--- config.mk ---
export PLATFORM = sky130hd
export DESIGN_NAME = cm_fifo_wr_packer
export DESIGN_NICKNAME = d
export VERILOG_FILES = /design/src/rtl/cm_fifo_pkg.sv /design/src/rtl/cm_fifo_wr_timer.sv /design/src/rtl/cm_fifo_wr_packer.sv
export SDC_FILE = /design/constraint.sdc
export NUM_CORES = 1
export LEC_CHECK = 0
export ABC_CLOCK_PERIOD_IN_PS = 8250
export CORE_ASPECT_RATIO = 1.1
export CORE_MARGIN = 10
export CORE_UTILIZATION = 40
export CTS_CLUSTER_SIZE = 8
export DETAILED_ROUTE_END_ITERATION = 6
export MAX_ROUTING_LAYER = met4
export PLACE_DENSITY = 0.72
export SLEW_MARGIN = 15
export SYNTH_ARGS = -nofsm -noshare
export SYNTH_HDL_FRONTEND = slang
export SYNTH_HIERARCHICAL = 1
export SYNTH_SLANG_ARGS = --single-unit
--- constraint.sdc ---
create_clock -name push_clk -period 8.25 [get_ports push_clk]
set_clock_uncertainty 0.2 [all_clocks]
set_input_delay 2.0625 -clock push_clk [delete_from_list [all_inputs] [get_ports push_clk]]
set_output_delay 2.0625 -clock push_clk [all_outputs]
set_load 0.01 [all_outputs]
--- src/rtl/cm_fifo_pkg.sv ---
// cm_fifo_pkg: entry encoding and write-state type shared by the CM FIFO write and read sides.
package cm_fifo_pkg;
  typedef logic [8:0] entry_t;
  localparam int CTRL_BIT = 8;
  localparam entry_t PAD_ENTRY = 9'h100;
  localparam entry_t EOP_ENTRY = 9'h101;
  typedef enum logic [1:0] {EMPTY, HALF, TAIL} wr_state_t;
  function automatic entry_t data_entry(input logic [7:0] b);
    return {1'b0, b};
  endfunction
  function automatic logic is_ctrl(input entry_t e);
    return e[CTRL_BIT];
  endfunction
endpackage

--- src/rtl/cm_fifo_wr_timer.sv ---
// cm_fifo_wr_timer: saturating wait counter for a lone low entry; hit never fires when TIMEOUT is 0.
module cm_fifo_wr_timer #(
  parameter logic [7:0] TIMEOUT = 8'd64
) (
  input  logic push_clk,
  input  logic rst,
  input  logic clr,
  input  logic en,
  output logic hit
);
  logic [7:0] cnt;
  always_ff @(posedge push_clk or posedge rst)
    if (rst) cnt <= '0;
    else cnt <= clr ? '0 : (en && cnt != TIMEOUT) ? cnt + 8'd1 : cnt;
  assign hit = (TIMEOUT != 8'd0) && (cnt == TIMEOUT);
endmodule

--- src/rtl/cm_fifo_wr_packer.sv ---
// cm_fifo_wr_packer: packs tagged 9-bit byte/control entries into 18-bit FIFO words, low half first.
module cm_fifo_wr_packer
  import cm_fifo_pkg::*;
#(
  parameter logic [3:0] PF_STOP = 4'd2,
  parameter logic [7:0] TIMEOUT = 8'd64
) (
  input  logic        push_clk,
  input  logic        rst,
  input  logic        byte_valid,
  input  logic [7:0]  byte_data,
  input  logic        byte_last,
  output logic        byte_ready,
  input  logic        flush,
  output logic        fifo_push,
  output logic [17:0] fifo_din,
  input  logic [3:0]  fifo_push_flag,
  input  logic        fifo_overflow,
  input  logic        err_clr,
  output logic        ovf_err,
  output logic [15:0] pkt_count,
  output logic        busy
);
  wr_state_t   state, state_n;
  entry_t      lo, lo_n;
  logic [17:0] din_n;
  logic        space, accept, hit, push_n, pkt_inc, flush_pend, flush_pend_n, go_pad;
  assign space      = fifo_push_flag > PF_STOP;
  assign byte_ready = !rst && space && (state == EMPTY || state == HALF);
  assign accept     = byte_valid && byte_ready;
  assign busy       = (state != EMPTY) || fifo_push;
  assign go_pad     = (flush || flush_pend || hit) && space;
  cm_fifo_wr_timer #(.TIMEOUT(TIMEOUT)) u_timer (
    .push_clk (push_clk),
    .rst      (rst),
    .clr      (state != HALF),
    .en       (state == HALF),
    .hit      (hit)
  );
  always_comb begin
    state_n = state;
    lo_n    = lo;
    push_n  = 1'b0;
    din_n   = fifo_din;
    pkt_inc = 1'b0;
    if (state == EMPTY && accept) begin
      push_n  = byte_last;
      pkt_inc = byte_last;
      din_n   = byte_last ? {EOP_ENTRY, data_entry(byte_data)} : fifo_din;
      lo_n    = data_entry(byte_data);
      state_n = byte_last ? EMPTY : HALF;
    end else if (state == HALF && accept) begin
      push_n  = 1'b1;
      din_n   = {data_entry(byte_data), lo};
      lo_n    = byte_last ? EOP_ENTRY : lo;
      state_n = byte_last ? TAIL : EMPTY;
    end else if (state == HALF && go_pad) begin
      push_n  = 1'b1;
      din_n   = {PAD_ENTRY, lo};
      state_n = EMPTY;
    end else if (state == TAIL && space) begin
      push_n  = 1'b1;
      pkt_inc = 1'b1;
      din_n   = {PAD_ENTRY, EOP_ENTRY};
      state_n = EMPTY;
    end
    // a flush that meets a full FIFO is remembered until space returns
    flush_pend_n = (state == HALF) && (state_n == HALF) && (flush || flush_pend);
  end
  always_ff @(posedge push_clk or posedge rst)
    if (rst) begin
      state      <= EMPTY;
      lo         <= '0;
      flush_pend <= 1'b0;
      fifo_push  <= 1'b0;
      fifo_din   <= '0;
      pkt_count  <= '0;
      ovf_err    <= 1'b0;
    end else begin
      state      <= state_n;
      lo         <= lo_n;
      flush_pend <= flush_pend_n;
      fifo_push  <= push_n;
      fifo_din   <= din_n;
      pkt_count  <= pkt_count + {15'd0, pkt_inc};
      ovf_err    <= fifo_overflow ? 1'b1 : err_clr ? 1'b0 : ovf_err;
    end
endmodule

======== After elaboration in Yosys (flattened, before gate mapping) ========
Cells that the tools add are included.
cells by class
  $add $sub $neg .......................... 2
  $lt $le $gt $ge ......................... 1
  eq/ne operators ......................... 7
  mux-type cells .......................... 25
  reductions and logical operators ........ 25
operator list
  kind                   number
  $mux W18               5
  $mux W9                3
  $add A16 B1 Y16        1
  $mux W8                2
  $logic_and A1 B1 Y1    11
  $mux W1                10
  $mux W2                5
  $reduce_bool A2 Y1     5
  $add A8 B1 Y8 const B  1
  $eq A8 B7 Y1 const B   1
  $ne A8 B7 Y1 const B   1
  $eq A2 B1 Y1 const B   2
  $gt A4 B2 Y1 const B   1
  $logic_or A1 B1 Y1     4
  $reduce_and A2 Y1      2
  $reduce_bool A4 Y1     1
  $eq A2 B2 Y1 const B   1
  $logic_not A2 Y1       1
  $ne A2 B1 Y1 const B   1
  $ne A2 B2 Y1 const B   1
  $logic_not A1 Y1       1
storage, ports and cells
  register bits ........................... 56
  input bits .............................. 19
  logic and storage cells ................. 68

======== Logic depth before layout (Yosys ltp) ========
Gate-level depths: netlist (run 1).
  depth after elaboration ................. 10
  gate-level depth with buffers ........... 10

======== By module ========
Netlist (run 1), hierarchy kept.
by module, submodules not included
  module             instances  cells each  area each (um^2)  seq. area each (um^2)
  cm_fifo_wr_packer  1          159         2082.0            1201.2
  cm_fifo_wr_timer   1          48          456.7             200.2

======== Least setup slack after synthesis (run 1) ========
Ideal clock, no wire load.
  path type ............................... input-to-output
  start ................................... input fifo_push_flag[0]
  end ..................................... output byte_ready
  arrival ................................. 2625 ps
  data required time ...................... 5988 ps
  slack ................................... 3363 ps
  stages on the path ...................... 2
  path buffers ............................ 0
  cell sequence ........................... a211oi_4 > nor3_1
on the way
  cells in the longest elaborated chain, start to end .. 3
ends and longest elaborated chain
  element                            RTL line                 source
  from (decl)                        cm_fifo_wr_packer.sv:17  input logic [3:0] fifo_push_flag,
  $gt A4 B2 Y1                       cm_fifo_wr_packer.sv:28  assign space = fifo_push_flag > PF_STOP;
  $logic_and A1 B1 Y1 (2 in series)  cm_fifo_wr_packer.sv:29  assign byte_ready = !rst && space && (state == EMPTY || state == HALF);
  to (decl)                          cm_fifo_wr_packer.sv:13  output logic byte_ready,
Every way passes these cells.

======== Worst setup path in the final report (run 1) ========
Ends and elaborated chain as after synthesis.

==> impl_results.md, run 1 <==
* Max Cap Violations at 0
* Worst Path Class, Setup: in -> out
* Port Buffer Count at 56
* Mapped cell area at 2540 um^2
* Synth top area cells: dfrtp_1 (55%), a22o_1 (4.8%), mux2_4 (4.7%), xnor2_1 (3.1%), a22o_2 (2.8%)
* Yosys top cell by area: dfrtp_1
* M1 WL at between 2000 and 3000 um
* Syn_area_per_cell at 12.3 um^2
* Placed cells at 339
* Seq/Total Area, Yosys at 55.2%
* Die Width at 96.0 um
* Ys async rst share at 100%
* Post-CTS Setup Inserts at 0
* Post-detail-place hpwl at 4040 um
* Synth cell types at 45
* Cells after synthesis at between 200 and 250
* CTS sink count at 56
* Crit. End Element: output pin
* Comb power frac at 37.2%
* Metal3 WL at 278 um
* Metal2 WL at 2640 um
* FF-to-FF Start: state[0]
* HP Start: pkt_count[15]
* Final setup viols at 0
* CTS buffer count at 5
* Register share of total power at approximately 45%
* Site row count at 30
* Layout cells sized above 1 at 15.7%
* Final-stage net count at 290
* Clk_lat worst skew at 310 ps
* Die height at 104 um
* H-tree depth at 2
* Max Used Layer: met4
* CTS tree: yes
* Vias in the first global route at 1,841
* Antenna cell count at 0
* Fin. max-slew vios at 0
* Congestion Overflow GR at 0
* Ys flop type: dfrtp_1
* Drt drc at 0
* Psw at 0.286 mW
* P_int at 0.590 mW
* WP data arrival at 3630 ps
* Slew HR at 35.0%
* Gr usage total at 12.0%
* Initial antenna violation count at 0
* Post-DP Area at 3190 um^2
* Clk slew on worst S/H paths at 100 ps
* Clock buffer depth at 2
* Final Hold Fails at 0
* RSZ-0062 raised after global routing: false
* Core Box Area at between 6000 and 7000 um^2
* Final Critical Period at 5890 ps
* Largest net degree at the start of global routing at 49
* Critical Path RT at 5990 ps
* Pwr/cell area at 267 nW/um^2
* Yosys warns at 6
* Clk network pwr share at 17.7%
* Final cell area excluding filler cells at 3280 um^2
* Clock root cell: clkbuf_8
* Worst hold path class: reg -> reg
* Via Count at 1,801
* Post-synth EDFFs at 0
* Wire per inst at between 15 and 20 um
* Crit. Startpoint: fifo_push_flag[0]
* Syn nets at 231
* Initial Utilization at 41.2%
* Initial DRC count at 78
* Pin slew with the least headroom to its limit at ~1000 ps
* Io pins at 57
* Synthesis-stage register bit count at 56
* Via/cell ratio at 5.19
* Top cell type's share of synthesized area at 55.2%
* Crit Path Max Fanout at 10
* # resized after CTS at 0
* Cts hold-fix bufs at 0
* First-pass GRT wire length at 9530 um
* DIE AREA at 9940 um^2
* Layout Area Growth over Synthesis at 29.2%
* Status: finished clean
* RePlAce Congestion at 0.829
* Routed Antenna Nets at 0
* Fmax at 170 MHz
* Max VDD drop at 0.000181 V
* First-pass DRT Iterations at 4
* Finished Layout Cells at ~350
* Final worst path period share at 71.4%
* Sw frac at 32.6%
* Top-count cell post-synth: dfrtp_1
* Setup tns final at 0 ps
* Drt total wl at 5590 um
* Static leakage at 1.47 nW
* Most frequent cells after synthesis: dfrtp_1 (56), a22o_1 (14), inv_1 (13)
* CP startpoint kind: primary input
## routing by layer
layer,vias to the layer above,global-route usage [%]
met5,-,-
met4,0,3.80
met3,5,3.32
met2,36,16.9
met1,895,16.3
li1,865,-
## power groups by stage
| stage | sequential [mW] | clock (mW) | combinational, mW |
|---|---|---|---|
| after detailed placement | 0.401 | 0 | 0.330 |
| after global placement | 0.400 | 0 | 0.327 |
| final | 0.395 | 0.155 | 0.326 |
| after CTS | 0.396 | 0.161 | 0.332 |
| after global routing | 0.407 | 0.172 | 0.354 |
| after floorplan | 0.415 | 0 | 0.155 |
## through the flow
stage,worst slack (ps),utilization [%],hold slack (ps),power (mW)
6_report,2360,53.3,284,0.876
5_1_grt,2240,53.3,297,0.934
4_1_cts,2350,53.3,284,0.890
3_5_place_dp,2360,51.7,265,0.731
3_3_place_gp,2390,51.7,258,0.727
2_1_floorplan,3360,-,263,0.570
## flip-flops by register name, indices dropped and copies added, names as in the netlist
signal and cells:
fifo_din 18, fifo_push 1, flush_pend 1, lo 9, ovf_err 1, pkt_count 16
state 2, u_timer/cnt 8
## worst paths after layout
| check | slack (ps) | cells after the start | end |
|---|---|---|---|
| worst max-delay path | 2360 | 4 | byte_ready |
| max in group asynchronous | 5070 | 2 | pkt_count[11] |
| worst max register to register | 5010 | 7 | fifo_din[0] |
| worst min-delay path | 280 | 1 | pkt_count[15] |
| min in group asynchronous | 1900 | 2 | u_timer/cnt[2] |
| worst min register to register | 280 | 1 | pkt_count[15] |
## area by class of cell
class | count | area, um^2
Sequential cell | 56 | 1400
Timing Repair Buffer | 57 | 568
Clock inverter | 3 | 25.0
Inverter | 14 | 57.6
Clock buffer | 5 | 68.8
Multi-Input combinational cell | 132 | 1060
Fill cell | 552 | 2880
Tap cell | 80 | 100
## worst max-delay path, cell delays in order
cell and delay [ps]:
clkdlybuf4s50_1 450, a211oi_4 530, nor3_1 90, clkdlybuf4s50_1 500
## cells in the final DEF (no fill, tap or decap), types with 2 or more instances in the layout
cell type / count
nand4_1: 5
inv_1: 12
nor2_1: 11
ha_1: 5
xor2_1: 7
nand3_1: 7
a22o_2: 7
nor3_2: 2
o22a_2: 2
and3_1: 3
a22oi_1: 2
nand2b_1: 3
a21o_1: 2
o21ai_0: 2
a22o_1: 14
or3_2: 2
xnor2_1: 9
clkdlybuf4s50_1: 56
nand2_1: 8
clkbuf_8: 5
inv_6: 3
dfrtp_1: 56
nor3_1: 4
a21oi_1: 9
a211oi_4: 2
mux2_4: 8
## cells by family after synthesis
group / share of synthesized area (%)
AOI/OAI and AO/OA: 16.2
DFF: 55.2
xor gates and xnor gates: 5.52
adders and majority gates: 2.46
muxes: 5.57
and+or+nand+nor: 12.0
buffers and inverters: 3.11
Power figures use the tool's default switching activity.
==> run 2: changes to the inputs <==
ABC_CLOCK_PERIOD_IN_PS = 5300   (was 8250)
PLACE_DENSITY = 0.74   (was 0.72)
clock period = 5.3 ns   (was 8.25 ns; I/O delays follow)
==> run 2 against run 1 <==
Against the previous run:
- worst hold slack got worse by 6.8 ps
- design area decreased by 0.15%
- count of clock-buffer cells in the layout increased by 1
- routed wire length decreased by 0.18%
- clock power increased by 50%
- first-iteration DRC count decreased by 14%
- cell count unchanged
- die area unchanged
- critical path depth unchanged
- register-to-register slack got worse by 2900 ps
- critical path type unchanged
- critical endpoint unchanged
- largest cell class unchanged
==> impl_results.md, run 2 (synthesis results as in run 1) <==
* Status: finished clean
* Static leakage at 1.47 nW (-0.26%)
* Post-detail-place hpwl at 3990 um (-1.4%)
* Clk_lat worst skew at 320 ps (about the same)
* Crit. End Element: output pin
* H-tree depth at 2 (unchanged)
* RePlAce Congestion at 0.865 (+4.4%)
* Routed Antenna Nets at 0 (unchanged)
* Final setup viols at 0 (unchanged)
* Fin. max-slew vios at 0 (unchanged)
* # resized after CTS at 0 (unchanged)
* Most flops, register: fifo_din
* Clk network pwr share at 17.2% (-0.5 points)
* Worst hold path class: reg -> reg
* Slew HR at 33.1% (-1.8 points)
* Post-DP Area at 3190 um^2 (unchanged)
* Initial DRC count at 67 (-14%)
* Layout cells sized above 1 at 15.4% (-0.37 points)
* Final Critical Period at 4450 ps
* Post-CTS Setup Inserts at 0 (unchanged)
* Via/cell ratio at 5.16 (-0.67%)
* CTS sink count at 56 (unchanged)
* First-pass GRT wire length at 9490 um (-0.43%)
* WP data arrival at 2930 ps (-700 ps)
* Vias in the first global route at 1,809 (-1.7%)
* Congestion Overflow GR at 0 (unchanged)
* Place WS at 833 ps (-1530 ps)
* Post-route setup slack at 845 ps (-1520 ps)
* Io pins at 57 (unchanged)
* Clk slew on worst S/H paths at 90 ps (about the same)
* Layout Area Growth over Synthesis at 29.0%
* Final cell area excluding filler cells at 3270 um^2 (-0.15%)
* Cts hold-fix bufs at 0 (unchanged)
* Max VDD drop at 0.000208 V (+14%)
* Critical Path RT at 3770 ps (-2220 ps)
* Pin slew with the least headroom to its limit at 1000 ps (+27.5 ps)
* Core Box Area at 6160 um^2 (unchanged)
* Final Hold Fails at 0 (unchanged)
* Biggest regs: fifo_din (18), pkt_count (16), lo (9)
* CTS tree: yes
* DIE AREA at 9940 um^2 (unchanged)
* CP startpoint kind: primary input
* Worst Path Class, Setup: in -> out
* Drt total wl at 5580 um (-0.18%)
* Fillcell total at 570 (+3.3%)
* Crit Path Max Fanout at 10 (unchanged)
* Die Width at 96.0 um (unchanged)
* Register share of total power at 45.7% (+0.6 points)
* Clock buffer depth at 2 (unchanged)
* Via Count at 1,789 (-0.67%)
* Setup tns final at 0 ps (unchanged)
* Initial Utilization at 41.2% (unchanged)
* Port Buffer Count at 56 (unchanged)
* Antenna cell count at 0 (unchanged)
* Initial antenna violation count at 0 (unchanged)
* Die height at 104 um (unchanged)
* Gr usage total at 12.2% (+0.16 points)
* Largest net degree at the start of global routing at 49 (unchanged)
* RSZ-0062 raised after global routing: false
* First-pass DRT Iterations at 4 (unchanged)
* Drt drc at 0 (unchanged)
* Comb power frac at 37.1% (about the same)
* Sw frac at 32.3% (-0.37 points)
* Wire per inst at 16.1 um (-0.18%)
* Psw at 0.436 mW (+53%)
* P_int at 0.917 mW (+55%)
* Max Cap Violations at 0 (unchanged)
* Clock root cell: clkbuf_8
* Most frequent cells in the layout: dfrtp_1 (56), clkdlybuf4s50_1 (56), a22o_1 (14), inv_1 (12), nor2_1 (11)
* Max reg flops at 18 (unchanged)
* Fmax at 224 MHz
* Final-stage net count at 290 (unchanged)
* CTS buffer count at 5 (unchanged)
* Worst hold slack at 277 ps (-6.83 ps)
* Site row count at 30 (unchanged)
* Final worst path period share at 84.0%
* Pwr/cell area at 413 nW/um^2 (+55%)
run 2: final cells by class:
class	instances	area, um^2	share of cell area (%)
sequential	56	1400	42.8
multi-input combinational	132	1060	32.3
timing repair buffer	57	568	17.3
tap	80	100	3.06
clock buffer	6	72.6	2.22
inverter	14	57.6	1.76
clock inverter	2	16.3	0.497
run 2: per-layer routing:
| metal | routed length (um) | vias to the layer above | GRT usage (%) |
|---|---|---|---|
| met3 | 250 | 6 | 2.96 |
| met4 | 91 | 0 | 4.43 |
| met5 | 0 | - | - |
| li1 | - | 867 | - |
| met2 | 2650 | 29 | 17.8 |
| met1 | 2590 | 887 | 15.9 |
run 2: worst paths after layout:
| path | depth (start not counted) | slack [ps] | end | startpoint |
|---|---|---|---|---|
| worst max-delay path | 4 | 850 | byte_ready | fifo_push_flag[0] |
| max in group asynchronous | 2 | 2840 | pkt_count[14] | rst |
| worst min register to register | 1 | 280 | pkt_count[15] | pkt_count[15] |
| worst max register to register | 7 | 2130 | fifo_din[6] | state[0] |
| min in group asynchronous | 2 | 1150 | u_timer/cnt[2] | rst |
| worst min-delay path | 1 | 280 | pkt_count[15] | pkt_count[15] |
run 2: power groups by stage:
stage,clock network (mW),registers (mW),logic [mW]
after floorplan,0,0.646,0.242
after global placement,0,0.622,0.508
after detailed placement,0,0.626,0.509
after CTS,0.242,0.619,0.514
after global routing,0.261,0.636,0.548
final,0.233,0.618,0.503
run 2: through the flow:
stage | utilization, % | power, mW | std cells
after floorplan | - | 0.888 | 207
after global routing | 53.2 | 1.44 | 347
after global placement | 51.7 | 1.13 | 339
after detailed placement | 51.7 | 1.14 | 339
final | 53.2 | 1.35 | 347
after CTS | 53.2 | 1.37 | 347
run 2: worst max-delay path, cell delays in order:
cell             delay (ps)
clkdlybuf4s50_1         450
a211oi_4                540
nor3_1                  110
clkdlybuf4s50_1         510
